<file path="src/rtl/control_fsm_pkg.sv">
// Shared encodings for the multi-cycle control FSM: state codes, opcodes and ALU ops.
package control_fsm_pkg;

    typedef enum logic [2:0] {
        StFetch     = 3'b000,
        StDecode    = 3'b001,
        StExecute   = 3'b010,
        StMemory    = 3'b011,
        StWriteback = 3'b100,
        StHalt      = 3'b101,
        StIdle      = 3'b110
    } state_e;

    localparam logic [2:0] OpLda = 3'b000;
    localparam logic [2:0] OpSta = 3'b001;
    localparam logic [2:0] OpAdd = 3'b010;
    localparam logic [2:0] OpSub = 3'b011;
    localparam logic [2:0] OpJmp = 3'b100;
    localparam logic [2:0] OpJz  = 3'b101;
    localparam logic [2:0] OpNop = 3'b110;
    localparam logic [2:0] OpHlt = 3'b111;

    localparam logic [2:0] AluAdd = 3'd0;
    localparam logic [2:0] AluSub = 3'd1;

endpackage

</file>
<file path="src/rtl/control_fsm_decode.sv">
// Combinational next-state, retire and datapath-strobe decode for control_fsm.
// Without CONTROL_FSM_WAIT_EN the mem_ready handshake is ignored (treated as always ready).
module control_fsm_decode
    import control_fsm_pkg::*;
(
    input  logic [2:0] state_i,
    input  logic [2:0] opcode_i,
    input  logic       zf_i,
    input  logic       start_i,
    input  logic       resume_i,
    input  logic       mem_ready_i,
    output logic [2:0] state_next_o,
    output logic       retire_o,
    output logic       pc_we_o,
    output logic       pc_jmp_sel_o,
    output logic       ir_we_o,
    output logic       mem_sel_o,
    output logic       mem_we_o,
    output logic       alu_we_o,
    output logic       zf_we_o,
    output logic       a_we_o,
    output logic [2:0] alu_opcode_o,
    output logic       halt_o
);

    state_e cur_state;
    state_e next_state;
    logic   mem_rdy;

    assign cur_state    = state_e'(state_i);
    assign state_next_o = next_state;

`ifdef CONTROL_FSM_WAIT_EN
    assign mem_rdy = mem_ready_i;
`else
    logic unused_mem_ready;
    assign unused_mem_ready = mem_ready_i;
    assign mem_rdy          = 1'b1;
`endif

    always_comb begin
        next_state = StIdle;
        retire_o   = 1'b0;
        case (cur_state)
            StIdle:   next_state = start_i ? StFetch : StIdle;
            StFetch:  next_state = mem_rdy ? StDecode : StFetch;
            StDecode: begin
                if (opcode_i == OpHlt) begin
                    next_state = StHalt;
                end else if (opcode_i == OpNop) begin
                    next_state = StFetch;
                    retire_o   = 1'b1;
                end else begin
                    next_state = StExecute;
                end
            end
            StExecute: begin
                case (opcode_i)
                    OpAdd, OpSub: next_state = StWriteback;
                    OpLda, OpSta: next_state = StMemory;
                    OpJmp, OpJz: begin
                        next_state = StFetch;
                        retire_o   = 1'b1;
                    end
                    default:      next_state = StFetch;
                endcase
            end
            StMemory: begin
                if (!mem_rdy) begin
                    next_state = StMemory;
                end else if (opcode_i == OpLda) begin
                    next_state = StWriteback;
                end else begin
                    next_state = StFetch;
                    retire_o   = (opcode_i == OpSta);
                end
            end
            StWriteback: begin
                next_state = StFetch;
                retire_o   = 1'b1;
            end
            StHalt:   next_state = resume_i ? StFetch : StHalt;
            default:  next_state = StIdle;
        endcase
    end

    always_comb begin
        pc_we_o      = 1'b0;
        pc_jmp_sel_o = 1'b0;
        ir_we_o      = 1'b0;
        mem_sel_o    = 1'b0;
        mem_we_o     = 1'b0;
        alu_we_o     = 1'b0;
        zf_we_o      = 1'b0;
        a_we_o       = 1'b0;
        alu_opcode_o = AluAdd;
        halt_o       = 1'b0;
        case (cur_state)
            StFetch: begin
                mem_sel_o = 1'b1;
                ir_we_o   = mem_rdy;
                pc_we_o   = mem_rdy;
            end
            StExecute: begin
                case (opcode_i)
                    OpAdd, OpSub: begin
                        alu_we_o     = 1'b1;
                        zf_we_o      = 1'b1;
                        alu_opcode_o = (opcode_i == OpSub) ? AluSub : AluAdd;
                    end
                    OpJmp: begin
                        pc_we_o      = 1'b1;
                        pc_jmp_sel_o = 1'b1;
                    end
                    OpJz: begin
                        pc_we_o      = zf_i;
                        pc_jmp_sel_o = zf_i;
                    end
                    default: ;
                endcase
            end
            StMemory: begin
                mem_sel_o = 1'b1;
                mem_we_o  = (opcode_i == OpSta) && mem_rdy;
            end
            StWriteback: a_we_o = 1'b1;
            StHalt:      halt_o = 1'b1;
            default: ;
        endcase
    end

endmodule

</file>
<file path="src/rtl/control_fsm.sv">
// Multi-cycle CPU control FSM: state register, retired-instruction counter and decode instance.
// Define CONTROL_FSM_WAIT_EN to honour the mem_ready handshake in FETCH and MEMORY.
module control_fsm
    import control_fsm_pkg::*;
#(
    parameter int unsigned INSTR_W = 8,
    parameter int unsigned CNT_W   = 16
) (
    input  logic               clk,
    input  logic               reset_n,
    input  logic [INSTR_W-1:0] instr,
    input  logic               zf,
    input  logic               start,
    input  logic               resume,
    input  logic               mem_ready,
    output logic [2:0]         state,
    output logic               pc_we,
    output logic               pc_jmp_sel,
    output logic               ir_we,
    output logic               mem_sel,
    output logic               mem_we,
    output logic               alu_we,
    output logic               zf_we,
    output logic               a_we,
    output logic [2:0]         alu_opcode,
    output logic               halt,
    output logic [CNT_W-1:0]   retired
);

    logic [2:0]       state_q, state_d;
    logic [CNT_W-1:0] retired_q, retired_d;
    logic             retire;
    logic [2:0]       opcode;
    logic             unused_operand;

    assign opcode         = instr[INSTR_W-1 -: 3];
    assign unused_operand = ^instr[INSTR_W-4:0];

    always_ff @(posedge clk or negedge reset_n) begin
        if (!reset_n) begin
            state_q   <= StIdle;
            retired_q <= '0;
        end else begin
            state_q   <= state_d;
            retired_q <= retired_d;
        end
    end

    // Counter wraps naturally at 2^CNT_W.
    assign retired_d = retired_q + {{(CNT_W-1){1'b0}}, retire};

    control_fsm_decode u_decode (
        .state_i      (state_q),
        .opcode_i     (opcode),
        .zf_i         (zf),
        .start_i      (start),
        .resume_i     (resume),
        .mem_ready_i  (mem_ready),
        .state_next_o (state_d),
        .retire_o     (retire),
        .pc_we_o      (pc_we),
        .pc_jmp_sel_o (pc_jmp_sel),
        .ir_we_o      (ir_we),
        .mem_sel_o    (mem_sel),
        .mem_we_o     (mem_we),
        .alu_we_o     (alu_we),
        .zf_we_o      (zf_we),
        .a_we_o       (a_we),
        .alu_opcode_o (alu_opcode),
        .halt_o       (halt)
    );

    assign state   = state_q;
    assign retired = retired_q;

endmodule

</file>
<file path="config.mk">
export PLATFORM = sky130hd
export DESIGN_NAME = control_fsm
export DESIGN_NICKNAME = d
export VERILOG_FILES = /design/src/rtl/control_fsm_pkg.sv /design/src/rtl/control_fsm_decode.sv /design/src/rtl/control_fsm.sv
export SDC_FILE = /design/constraint.sdc
export NUM_CORES = 1
export LEC_CHECK = 0
export CORE_UTILIZATION = 45
export CTS_BUF_LIST = sky130_fd_sc_hd__clkbuf_16
export DETAILED_ROUTE_END_ITERATION = 8
export GPL_TIMING_DRIVEN = 0
export PLACE_DENSITY = 0.89
export SYNTH_ARGS = -nofsm -noshare
export SYNTH_HDL_FRONTEND = slang
export SYNTH_SLANG_ARGS = --single-unit
</file>
<file path="constraint.sdc">
create_clock -name clk -period 3.2 [get_ports clk]
set_input_delay 0.32 -clock clk [delete_from_list [all_inputs] [get_ports clk]]
set_output_delay 0.32 -clock clk [all_outputs]
set_load 0.05 [all_outputs]
</file>
# Word level (Yosys, flattened, before mapping)

Index checks and enable logic that the tools add are counted.

Add/sub/neg operators: 1
Equal/unequal tests: 13
Muxes and demuxes: 25
Reduce and logical (&&, ||, !) cells: 6

Operator list:

| kind                                                            | number |
|---|---|
| 3-bit == test, second input constant                            | 7 |
| 3-bit one-hot mux with 7 select lines                           | 1 |
| 3-bit two-way mux                                               | 6 |
| 16-bit by 1-bit adder with 16-bit output                        | 1 |
| 1-bit two-way mux                                               | 13 |
| 3-bit by 2-bit == test with 1-bit output, second input constant | 4 |
| 2-bit OR reduction                                              | 4 |
| 3-bit by 1-bit == test with 1-bit output, second input constant | 2 |
| 3-bit zero test                                                 | 2 |
| 3-bit one-hot mux with 2 select lines                           | 1 |
| 1-bit one-hot mux with 2 select lines                           | 2 |
| 1-bit one-hot mux with 4 select lines                           | 1 |
| 2-bit two-way mux                                               | 1 |

Flip-flop bits (word level): 19
Output and inout port bits: 31
Logic and storage cells: 47

# Logic depth before layout (Yosys ltp)

Gate-level depths: netlist (run 1).

Word-level depth: 5
Depth in mapped cells: 9

# Modules after synthesis

Synthesis (run 1) repeated with hierarchy kept, for this count alone.

Cell total of the unflattened synthesis: 112
Area, all modules: 1,119.8 sq um

Modules (own cells, without submodules):

| module             | instances | cells each | area each (sq um) |
|---|---|---|---|
| control_fsm        | 1         | 64         | 790.8 |
| control_fsm_decode | 1         | 48         | 329.1 |

# Worst setup path after synthesis (run 1)

Ideal clock, no wire load.

Path kind: register to register
Start point: reg state_q[0], in the netlist state[0]
End point: reg retired_q[14], in the netlist retired[14]
Library setup time: 0.144 ns
Data arrival time: 3.741 ns
Required time: 3.056 ns
Slack: -0.685 ns
Stages on the path, launching flop included: 10
Clock period less this slack: 3.885 ns
Path through: dfrtp_1 buf_2 nand2_1 nor4_1 a211o_1 ha_1 ha_1 nand3_1 nor4_1 xor2_1

Longest elaborated chain between the ends: 3
Elaborated cells between the ends (all ways): 6
Those cells by class: 1 x add/sub; 4 x eq/ne; 1 x mux

Ends and longest elaborated chain:

| what                                       | RTL line                 | source |
|---|---|---|
| from (decl)                                | control_fsm.sv:30        | `logic [2:0] state_q, state_d;` |
| from (signal assigned)                     | control_fsm.sv:41        | `state_q <= StIdle;` |
| from (signal assigned)                     | control_fsm.sv:44        | `state_q <= state_d;` |
| 3-bit == test (tied with other cells)      | control_fsm_decode.sv:44 | `case (cur_state)` |
| 1-bit one-hot mux with 4 select lines *    | control_fsm_decode.sv:44 |  |
| 16-bit by 1-bit adder with 16-bit output * | control_fsm.sv:50        | `assign retired_d = retired_q + {{(CNT_W-1){1'b0}}, retire};` |
| via retired_d[14]                          | control_fsm.sv:31        | `logic [CNT_W-1:0] retired_q, retired_d;` |
| to (signal assigned)                       | control_fsm.sv:45        | `retired_q <= retired_d;` |
| to (decl)                                  | control_fsm.sv:31        |  |

The timed path passes the listed nets; every way through them passes the cells marked *.

# Worst setup path after layout (run 1)

Start point: reg state_q[1], in the netlist state[1]
End point: out alu_opcode[0]

Longest elaborated chain between the ends: 2

Ends and longest elaborated chain:

| what                                     | RTL line                 | source |
|---|---|---|
| 3-bit by 2-bit == test with 1-bit output | control_fsm_decode.sv:98 | `case (cur_state)` |
| 3-bit two-way mux                        | control_fsm_decode.sv:98 |  |
| to (decl)                                | control_fsm.sv:25        | `output logic [2:0] alu_opcode,` |

No other way between the ends.

==> impl_metrics.toml, run 1 <==
[die]
ios = 45
start_util_pct = 48.4
die_area_um2 = 2630
num_rows = 17
core_area_um2 = 2250
fp.dieH_um = 51.3
die_w_um = 51.3

[setup_path]
cp-start-kind = "flip-flop"
end_kind = "output pin"
worst-path-buf-inv = 2
setup.worst_path.start = "state[1]"
setup.worst_path.class = "reg2out"
worstPathRequired_ns = 2.88
crit_family = "buffers and inverters"
crit_slowest_cell = "clkdlybuf4s50_1"
cp_data_arrival_time_ns = 2.33
path_cells = "buf_2 > nor2b_1 > and3_1 > and2_1 > clkdlybuf4s50_1"
r2r_start = "state[2]"
worstPathMaxFanout = 10
max_stage_delay_ns = 0.79

[synthesis]
ys_types = 35
yosys.area_share.simple_pct = 27.7
synth_area_per_cell_um2 = 9.93
netlist_area_um2 = 1090
synth_compound_area_share_pct = 6.07
synth-async-reset-ratio_pct = 100
ys_seq_area_share_pct = 43.8
synth-seq-cells = 19
postSynthCellCount = 110
synth_edf_count = 0
ys.flop_type = "dfrtp_1"
synth_top_family_by_area = "simple AND/OR/NAND/NOR gates"
synth_mux_area_share_pct = 1.83
yosysWarnings = 0
synthXorXnorAreaFrac_pct = 11.2
synthAdderAreaFrac_pct = 3.44

[cts]
root_buffer = "clkbuf_16"
cts_tree = "done"
cts_setup_buffers = 0
htree_levels = 1
cts_resized = 0
ctsHoldBuffers = 0
clk_latency_ns = 0.25
clk_pin_slew_ns = 0.05
clk_path_buf_depth = 2
cts_buffers = 3
clkSinkCount = 19

[detailed_routing]
routed_via_density = 5.54
vias = 986
wirelength_mm = 2.68
drt_iter0_markers = 13
wl_per_cell_um = 15.1
drcViolationCount = 0
antenna_left = 0
drtPass1Iterations = 4

[sta]
hold_viol = 0
slew_violations = 0
period_share_pct = 82.7
rsz0062_at_grt = "no"
fin_crit_ns = 2.65
final.setup.tns_ns = 0
fmaxAchievable_mhz = 378
finalClockSkew_ns = 0.00119
relSlewSlack_pct = 43.2
worstMarginPinSlew_ns = 0.849
setup_viol = 0

[place]
dp_hpwl_mm = 1.96
numPortBuffers = 35
gp_routability_congestion = 0.798
dp_cells = 174

[worst_hold_path]
hold_path.class = "reg2reg"
hp-start = "retired[14]"

[grt]
antenna_found_initial = 0
grt_max_degree = 20
grt_pass1_wl_mm = 4.31
use_met3_pct = 4.76
first_global_vias = 918
track_usage_pct = 22.6
grt_busiest_layer = "met2"
grt_overflow = 0
met2_usage_pct = 40.6
grtUsageMet1_pct = 26.1

[layout]
fin_cells = 178
final_common_cell = "clkdlybuf4s50_1"
drive_above_1_share_pct = 11.3
fin_nets = 168
area_growth_pct = 44.7
final_cell_mix = "clkdlybuf4s50_1, dfrtp_1, nand3_1, xor2_1"
insertedDiodeCount = 0

[power_and_ir_drop]
p_leak_nw = 0.717
p_per_area_nw_per_um2 = 916
vdd_drop_max_uv = 830

[outcome]
status = "completed"

[run]
drv_cap = 0
==> metal layers <==
metal	part of all wire (%)	vias up
li1	-	469
met2	55	32
met4	2.7	0
met3	3.6	8
met5	0	-
met1	39	477
==> cells in the mapped netlist, types with 2 or more instances <==
| library cell | n | area (µm²) |
|---|---|---|
| nand3_1 | 9 | 45.0 |
| dfrtp_1 | 17 | 425 |
| xnor2_1 | 6 | 52.6 |
| ha_1 | 3 | 37.5 |
| and2_1 | 2 | 12.5 |
| buf_4 | 3 | 22.5 |
| nor2_1 | 6 | 22.5 |
| dfstp_2 | 2 | 52.6 |
| xor2_1 | 8 | 70.1 |
| nand3b_1 | 2 | 15.0 |
| inv_1 | 5 | 18.8 |
| nor4bb_1 | 3 | 30.0 |
| nand2_1 | 5 | 18.8 |
| nand2b_1 | 2 | 12.5 |
| buf_2 | 4 | 20.0 |
| nor2b_1 | 2 | 12.5 |
| nor4_1 | 6 | 37.5 |
| mux2i_1 | 2 | 20.0 |
| nor3_1 | 7 | 35.0 |
==> final cells by class <==
type / count / area [µm²]
Inverter: 5 / 18.8
Fill cell: 185 / 674
Tap cell: 28 / 35.0
Clock inverter: 1 / 3.75
Sequential cell: 19 / 478
Clock buffer: 3 / 75.1
Buffer: 7 / 42.5
Multi-Input combinational cell: 80 / 577
Timing Repair Buffer: 35 / 350
==> cell families after synthesis <==
logic type,count (synthesis)
AO/OA/AOI/OAI,9
adder cells (fa/ha/maj),3
other,1
AND/OR/NAND/NOR,50
buffers and inverters,12
flip-flops,19
XOR/XNOR,14
multiplexers,2
==> worst register-to-register path: stages, from the launching register on <==
cell and delay [ns]:
dfstp_2 0.55, buf_2 0.21, inv_1 0.11, nor3_2 0.17, a211o_1 0.13, ha_1 0.21
ha_1 0.27, nand3_1 0.18, nor4_1 0.36, xor2_1 0.17
==> flip-flops by register name (all words and copies together), names as in the netlist <==
name	flops
retired	16
state	3
==> power by group <==
part / internal (W) / total (W) / leakage [nW] / switching [W]
sequential: 0.000307 / 0.000381 / 0.238 / 0.0000736
combinational: 0.000281 / 0.000820 / 0.437 / 0.000538
clock: 0.000166 / 0.000247 / 0.0423 / 0.0000808
==> metrics by stage <==
stage | total power [W] | hold WS (ns) | util, % | setup slack [ns] | instance area, µm²
detailed placement | 0.00120 | 0.486 | 66.6 | 0.534 | 1500
CTS | 0.00145 | 0.490 | 70.1 | 0.536 | 1580
finish | 0.00145 | 0.491 | 70.1 | 0.553 | 1580
floorplan | 0.000945 | 0.0244 | - | 0.235 | 1120
global route | 0.00151 | 0.500 | 70.1 | 0.447 | 1580
global placement | 0.00118 | 0.458 | 66.6 | 0.553 | 1500
==> final timing paths <==
check                           slack (ns)  cells past startpoint       endpoint
worst max-delay path                  0.55                      5  alu_opcode[0]
worst min-delay path                  0.49                      1    retired[14]
worst max register to register        0.76                      9    retired[14]
worst min register to register        0.49                      1    retired[14]
max in group asynchronous             2.11                      1     retired[9]
min in group asynchronous             0.56                      1     retired[8]
Power figures use the tool's default switching activity.
==> run 2: changes to the inputs <==
--- a/config.mk
+++ b/config.mk
@@ -5,11 +5,11 @@
 export SDC_FILE = /design/constraint.sdc
 export NUM_CORES = 1
 export LEC_CHECK = 0
-export CORE_UTILIZATION = 45
+export CORE_UTILIZATION = 42
 export CTS_BUF_LIST = sky130_fd_sc_hd__clkbuf_16
 export DETAILED_ROUTE_END_ITERATION = 8
 export GPL_TIMING_DRIVEN = 0
-export PLACE_DENSITY = 0.89
+export PLACE_DENSITY = 0.85
 export SYNTH_ARGS = -nofsm -noshare
 export SYNTH_HDL_FRONTEND = slang
 export SYNTH_SLANG_ARGS = --single-unit
==> constraint.sdc (replaced) <==
create_clock -name clk -period 2.75 [get_ports clk]
set_input_delay 0.275 -clock clk [delete_from_list [all_inputs] [get_ports clk]]
set_output_delay 0.275 -clock clk [all_outputs]
set_load 0.05 [all_outputs]
==> run 2 against run 1 <==
Count of clock-buffer cells in the layout is the same. Combinational power grew 19%. Via count shrank 3.4%. Non-clock buffer count is the same. Critical path depth is the same. Critical endpoint is now zf_we. Sequential share of layout area shrank 0.62 points.
==> impl_metrics.toml, run 2 (synthesized netlist as in run 1, its figures left out) <==
[setup_path]
worstPathRequired_ns = 2.48
reg2reg_depth = 9
setup.worst_path.class = "reg2out"
r2r_slack_ns = 0.33
end_kind = "output pin"
rr_endpoint = "retired[14]"
r2r_start = "state[2]"
cp_data_arrival_time_ns = 2.34
worstPathMaxFanout = 10
setup.worst_path.start = "state[1]"
cp-start-kind = "flip-flop"

[sta]
fin_crit_ns = 2.61
worstMarginPinSlew_ns = 0.813
hold_viol = 0
fmaxAchievable_mhz = 382
finalClockSkew_ns = 0.00279
relSlewSlack_pct = 45.6
rsz0062_at_grt = "no"
fin_ws_ns = 0.136
slew_violations = 0
final.setup.tns_ns = 0
period_share_pct = 95.1
setup_viol = 0

[detailed_routing]
drtPass1Iterations = 4
drcViolationCount = 0
wirelength_mm = 2.52
antenna_left = 0
routed_via_density = 5.29
drt_iter0_markers = 20
vias = 952
wl_per_cell_um = 14.0

[place]
gp_routability_congestion = 0.763
numPortBuffers = 35
dp_cells = 176
post-place-ws_ns = 0.0323
dp_hpwl_mm = 1.94

[cts]
cts_tree = "done"
cts_buffers = 3
clkSinkCount = 19
clk_pin_slew_ns = 0.05
clk_path_buf_depth = 2
htree_levels = 1
cts_setup_buffers = 0
root_buffer = "clkbuf_16"
clk_latency_ns = 0.25

[die]
core_area_um2 = 2480
num_rows = 18
ios = 45
die_w_um = 53.0
die_area_um2 = 2810
start_util_pct = 44.1
fp.dieH_um = 53.0

[layout]
fin_util_pct = 65.3
largest_reg_flops = 16
fin_cells = 180
area_growth_pct = 48.1
insertedDiodeCount = 0
drive_above_1_share_pct = 14.0
final_cell_mix = "clkdlybuf4s50_1, dfrtp_1, nand3_1, xor2_1"
regArea_um2 = 479
fin_nets = 168
multi_input_area_um2 = 602
num-fill-cells = 216
final_common_cell = "clkdlybuf4s50_1"

[grt]
grt_overflow = 0
met2_usage_pct = 35.2
grt_max_degree = 20
use_met3_pct = 3.16
grt_pass1_wl_mm = 4.07
antenna_found_initial = 0
track_usage_pct = 19.9
first_global_vias = 912
grt_busiest_layer = "met2"
grtUsageMet1_pct = 25.0

[worst_hold_path]
hold_end = "state[1]"
min_path_cells = 4
hold_path.class = "in2reg"
hp-start = "instr[6]"

[power_and_ir_drop]
power.total_w = 0.00171
p_leak_nw = 0.737
vdd_drop_max_uv = 746
p_per_area_nw_per_um2 = 1060

[run]
drv_cap = 0

[outcome]
status = "completed"
-- run 2: cell type report --
class / instances / share of cell area [%]
buffer: 7 / 3.02
tap: 30 / 2.32
multi-input combinational: 80 / 37.2
timing repair buffer: 35 / 21.8
clock buffer: 3 / 4.64
inverter: 5 / 1.16
sequential: 19 / 29.6
clock inverter: 1 / 0.232
-- run 2: worst max-delay path by stage --
stage,endpoint,slack [ns],cells past startpoint
floorplan,retired[14],-0.04,9
global placement,retired[14],0.07,9
detailed placement,retired[14],0.03,9
CTS,alu_opcode[0],0.11,5
global route,zf_we,0.03,5
finish,zf_we,0.14,5
-- run 2: power breakdown --
| group | switching [W] | total [W] | internal [W] |
|---|---|---|---|
| clock network | 0.0000956 | 0.000289 | 0.000193 |
| registers | 0.0000879 | 0.000447 | 0.000359 |
| logic | 0.000633 | 0.000972 | 0.000339 |
| total | 0.000817 | 0.00171 | 0.000891 |
-- run 2: timing repair --
action	CTS	global route
hold buffers	0	0
hold endpoints to repair	0	0
resized for setup	0	1
endpoints found under the setup margin	0	1
-- run 2: worst max-delay path, cell delays in order (launching register included) --
cell and delay, ns:
dfstp_2 0.56, buf_2 0.23, nor2b_1 0.20, and3_1 0.21, buf_4 0.11, clkdlybuf4s50_1 0.78
-- run 2: metal layers --
layer	vias up	part of all wire (%)
met2	36	49
met1	446	44
met4	0	0.91
met5	-	0
li1	467	-
met3	3	6.1
-- run 2: through the flow --
| stage | hold WS (ns) | area [µm²] |
|---|---|---|
| CTS | 0.462 | 1620 |
| global placement | 0.458 | 1540 |
| detailed placement | 0.469 | 1540 |
| global route | 0.487 | 1620 |
| finish | 0.464 | 1620 |
| floorplan | -0.0206 | 1150 |
